### config.mk
export PLATFORM = sky130hd
export DESIGN_NAME = reg_file_sb
export DESIGN_NICKNAME = d
export VERILOG_FILES = /design/src/rtl/reg_file_sb.sv
export SDC_FILE = /design/constraint.sdc
export NUM_CORES = 2
export LEC_CHECK = 0
export CORE_MARGIN = 2
export CORE_UTILIZATION = 50
export CTS_BUF_LIST = sky130_fd_sc_hd__clkbuf_4 sky130_fd_sc_hd__clkbuf_8 sky130_fd_sc_hd__clkbuf_16
export CTS_CLUSTER_SIZE = 10
export DETAILED_ROUTE_END_ITERATION = 6
export HOLD_SLACK_MARGIN = 0.08
export PLACE_DENSITY = 0.69
export REMOVE_ABC_BUFFERS = 1
export SYNTH_ARGS = -nofsm -noshare
export SYNTH_HDL_FRONTEND = slang
export SYNTH_SLANG_ARGS = --single-unit
### constraint.sdc
create_clock -name clock -period 1.5 [get_ports clock]
set_input_delay 0.3 -clock clock [delete_from_list [all_inputs] [get_ports clock]]
set_output_delay 0.3 -clock clock [all_outputs]
set_load 0.005 [all_outputs]
### src/rtl/reg_file_sb.sv
// Parametrised register file with registered read ports, optional forwarding,
// optional hardwired zero entry and a per-register busy scoreboard.
module reg_file_sb #(
  parameter int DATA_WIDTH = 32,
  parameter int ADDR_WIDTH = 5,
  parameter bit ZERO_REG   = 1'b1,
  parameter bit FORWARD    = 1'b1
) (
  input  logic                  clock,
  input  logic                  reset,
  input  logic                  writereg,
  input  logic [ADDR_WIDTH-1:0] rd,
  input  logic [DATA_WIDTH-1:0] writedata,
  input  logic [ADDR_WIDTH-1:0] rs1,
  input  logic [ADDR_WIDTH-1:0] rs2,
  output logic [DATA_WIDTH-1:0] readdata1,
  output logic [DATA_WIDTH-1:0] readdata2,
  output logic                  busy1,
  output logic                  busy2,
  input  logic                  alloc,
  input  logic [ADDR_WIDTH-1:0] alloc_rd,
  input  logic                  flush
);

  localparam int DEPTH = 1 << ADDR_WIDTH;

  logic [DATA_WIDTH-1:0] mem_q [DEPTH];
  logic [DEPTH-1:0]      busy_q, busy_d;
  logic [DATA_WIDTH-1:0] rdata1_q, rdata1_d, rdata2_q, rdata2_d;
  logic                  busy1_q, busy1_d, busy2_q, busy2_d;
  logic                  wr_ok, alloc_ok, zero1, zero2;

  assign wr_ok    = writereg && !(ZERO_REG && (rd == '0));
  assign alloc_ok = alloc && !(ZERO_REG && (alloc_rd == '0));
  assign zero1    = ZERO_REG && (rs1 == '0);
  assign zero2    = ZERO_REG && (rs2 == '0);

  // Busy priority per entry: flush, then a newly issued producer, then writeback.
  always_comb begin
    busy_d = busy_q;
    for (int i = 0; i < DEPTH; i++) begin
      if (flush) begin
        busy_d[i] = 1'b0;
      end else if (alloc_ok && (alloc_rd == ADDR_WIDTH'(i))) begin
        busy_d[i] = 1'b1;
      end else if (wr_ok && (rd == ADDR_WIDTH'(i))) begin
        busy_d[i] = 1'b0;
      end else begin
        busy_d[i] = busy_q[i];
      end
    end
  end

  always_comb begin
    rdata1_d = mem_q[rs1];
    if (FORWARD && wr_ok && (rd == rs1)) rdata1_d = writedata;
    if (zero1) rdata1_d = '0;
    busy1_d = FORWARD ? busy_d[rs1] : busy_q[rs1];
    if (zero1) busy1_d = 1'b0;

    rdata2_d = mem_q[rs2];
    if (FORWARD && wr_ok && (rd == rs2)) rdata2_d = writedata;
    if (zero2) rdata2_d = '0;
    busy2_d = FORWARD ? busy_d[rs2] : busy_q[rs2];
    if (zero2) busy2_d = 1'b0;
  end

  always_ff @(posedge clock or negedge reset) begin
    if (!reset) begin
      for (int i = 0; i < DEPTH; i++) mem_q[i] <= '0;
    end else if (wr_ok) begin
      mem_q[rd] <= writedata;
    end
  end

  always_ff @(posedge clock or negedge reset) begin
    if (!reset) begin
      busy_q   <= '0;
      rdata1_q <= '0;
      rdata2_q <= '0;
      busy1_q  <= 1'b0;
      busy2_q  <= 1'b0;
    end else begin
      busy_q   <= busy_d;
      rdata1_q <= rdata1_d;
      rdata2_q <= rdata2_d;
      busy1_q  <= busy1_d;
      busy2_q  <= busy2_d;
    end
  end

  assign readdata1 = rdata1_q;
  assign readdata2 = rdata2_q;
  assign busy1     = busy1_q;
  assign busy2     = busy2_q;

endmodule

==> reports/qor.yml <==
status: "complete, but fails checks"
failed_checks: "setup timing"
worst-path-buf-inv: 0
placed_cells: 5861
tightest_slew_ns: 0.777
yosys_most_used_dff: "dfrtp_1"
grt_overflow_total: 0
cp_num_cells: 4
slowest_stage: "mux4_2"
die_h_um: 347
synth.largest_area_cell: "dfrtp_1"
cellLeakagePower_uw: 0.0327
clock_sinks: 1122
fin_ws_ns: -0.361
drv_slew: 0
hp-class: "input port to flip-flop"
area_growth_pct: 25.4
fmax_ghz: 0.537
synth_edf_count: 0
ys_ff_latch: 1122
worst_r2r_path_depth: 4
antenna_left: 0
fillers: 8236
yosys-top-cells-area: "dfrtp_1, mux4_2, mux2_2, clkbuf_1, mux2i_1"
cp_max_fo: 3
stdcell_count: 6089
syn_avg_cell_area_um2: 15.2
wl_per_cell_um: 30.6
cp-end-kind: "flip-flop"
fin_crit_ns: 1.86
core_area_um2: 117000
dpl.hpwl_um: 121000
drt_wl_total_um: 187000
syn-instance-count: 3864
grtUsageTotal: 0.314
floorplan.initialDensity: 0.506
maxCapViolCount: 0
required_ns: 2.11
cts_tree: "yes"
diodes: 0
fp-row-count: 125
num_vias: 39663
dieArea_um2: 121000
clk_pin_slew_ns: 0.06
postLayoutCellArea_um2: 73900
dr.first_iter.drc_count: 3688
finClkSkew_ns: 0.0321
grt_max_degree: 88
relSlewSlack: 0.482
async_reset_ff_frac: 1.00
layout.nets: 4584
htree_levels: 4
crit_family: "multiplexers"
drt-pass1-iter-count: 5
crit_type: "flip-flop to flip-flop"
ios: 123
holdWs_ns: 0.0920
clock_latency_ns: 0.76
yosysTopAreaCellShare: 0.477
avgViaCountPerCell: 6.51
rsz0062_at_grt: "true"
drive_gt1_frac: 0.629
arrival_ns: 2.47
clock-root-buffer: "clkbuf_16"
antenna_found_initial: 2
multi_input_area_um2: 30000
dpl_cell_area_um2: 68800
whs_path_depth: 3
ys_types: 71
power_density_nw_per_um2: 1230
drc: 0
cp-start-kind: "flip-flop"
grt_pass1_vias: 41972
yosysSeqAreaShare: 0.477
path_common_cell: "mux4_2"
ys_warn_count: 0
finalSetupViolations: 161
die_w_um: 347
numCtsBuffers: 134
grt_first_pass_wirelength_um: 279000
portBuffers: 122
syn_area_um2: 58900
hold_viol: 0
clk_path_buf_depth: 3
critPathMaxStageDelay_ns: 0.49
gp_congestion: 0.951
period_share: 1.24
cp_cell_sequence: "mux4_2 -> mux4_2 -> mux2i_2 -> a211oi_2"
regArea_um2: 28100
ir_drop_mv: 1.04
==> Yosys cell counts, types with 3 or more instances <==
master / instances
mux2_1: 3
and4bb_2: 3
nand4bb_1: 3
and2_1: 18
buf_2: 81
a31oi_1: 3
nand3_1: 26
buf_1: 51
xor2_1: 7
nor3_1: 13
o22ai_1: 6
mux2_2: 960
nor2b_1: 27
clkbuf_1: 280
inv_1: 13
a221oi_1: 3
a211oi_1: 101
nand3b_1: 3
mux2i_1: 93
nor3b_1: 3
o32ai_1: 8
o211ai_1: 4
buf_4: 24
o21ai_0: 31
a22oi_1: 9
nand2_1: 161
and3_1: 4
dfrtp_1: 1122
nand2b_1: 6
a21oi_1: 31
xnor2_1: 4
nor2_1: 105
buf_6: 6
mux4_2: 602
==> final cells by class <==
cell class / count / share of cell area
inverter: 14 / 0.000779
multi-input combinational: 2286 / 0.406
clock inverter: 15 / 0.00188
sequential: 1122 / 0.380
timing repair buffer: 969 / 0.136
tap: 1524 / 0.0258
clock buffer: 159 / 0.0496
==> metrics by stage <==
step / utilization / TNS (ns) / setup WS, ns / power [µW]
after floorplan: - / -737.07 / -1.60 / 51000
after global placement: 0.590 / -992.20 / -1.36 / 60300
after detailed placement: 0.590 / -996.27 / -1.34 / 61100
after CTS: 0.630 / -24.07 / -0.359 / 91000
after global routing: 0.634 / -26.46 / -0.409 / 94700
final: 0.634 / -21.43 / -0.361 / 91000
==> report_power, final <==
part           internal [µW]  total [µW]  switching, µW  leakage (µW)
logic                  13800       21600           7810        0.0164
clock network          17100       29500          12500       0.00189
registers              36000       39900           3910        0.0144
total                  66800       91000          24200        0.0327
==> what timing repair did <==
action                                  CTS  global route
pin swaps                                90            53
gates resized for setup                 469            85
setup endpoints to repair              1061           256
endpoints found under the hold margin  1022             1
setup buffers                            41            18
gates cloned                              1             3
hold buffers                              1             1
==> sequential cells by signal, summed over array words and instances, names as in the netlist <==
name / cells
busy2: 1
busy1: 1
readdata2: 32
mem_q: 1024
readdata1: 32
busy_q: 32
==> final timing paths <==
check / endpoint / slack [ns] / startpoint
max reg2reg: readdata2[12] / -0.36 / mem_q[300]
min: busy_q[27] / 0.09 / flush
max: readdata2[12] / -0.36 / mem_q[300]
min in group asynchronous: mem_q[640] / 0.39 / reset
min reg2reg: mem_q[1013] / 0.39 / mem_q[1013]
max in group asynchronous: mem_q[949] / 0.54 / reset
==> metal layers <==
metal,track usage,vias up,wire (µm)
met5,0,-,11
met3,0.0655,433,16200
li1,-,16153,-
met4,0.120,2,7950
met1,0.435,21326,74900
met2,0.491,1749,87500
==> logic make-up after synthesis <==
group	Yosys count	share of synthesized area
muxes	1658	0.430
DFF	1122	0.477
buffers and inverters	456	0.0331
and+or+nand+nor	397	0.0324
AOI/OAI and AO/OA	220	0.0265
xor gates and xnor gates	11	0.00164
==> placed cells by master, fill, tap and decap left out, types with 11 or more instances in the layout <==
cell,n
a211oi_1,49
a211oi_2,51
a21oi_1,20
and2_1,16
buf_12,196
buf_2,61
buf_4,598
buf_6,54
clkbuf_16,141
clkbuf_4,12
clkdlybuf4s50_1,32
dfrtp_1,1114
mux2_2,959
mux2i_1,76
mux4_2,602
nand2_1,132
nand2_2,22
nand3_1,11
nand3_2,12
nor2_1,90
nor2_4,17
nor2b_1,22
nor3_1,13
o21ai_1,13
==> worst reg2reg max path: stages (launching register included) <==
cell and delay, ns:
dfrtp_1 0.40, mux4_2 0.49, mux4_2 0.49, mux2i_2 0.23, a211oi_2 0.11
No activity file was read; power rests on OpenSTA's default activity.
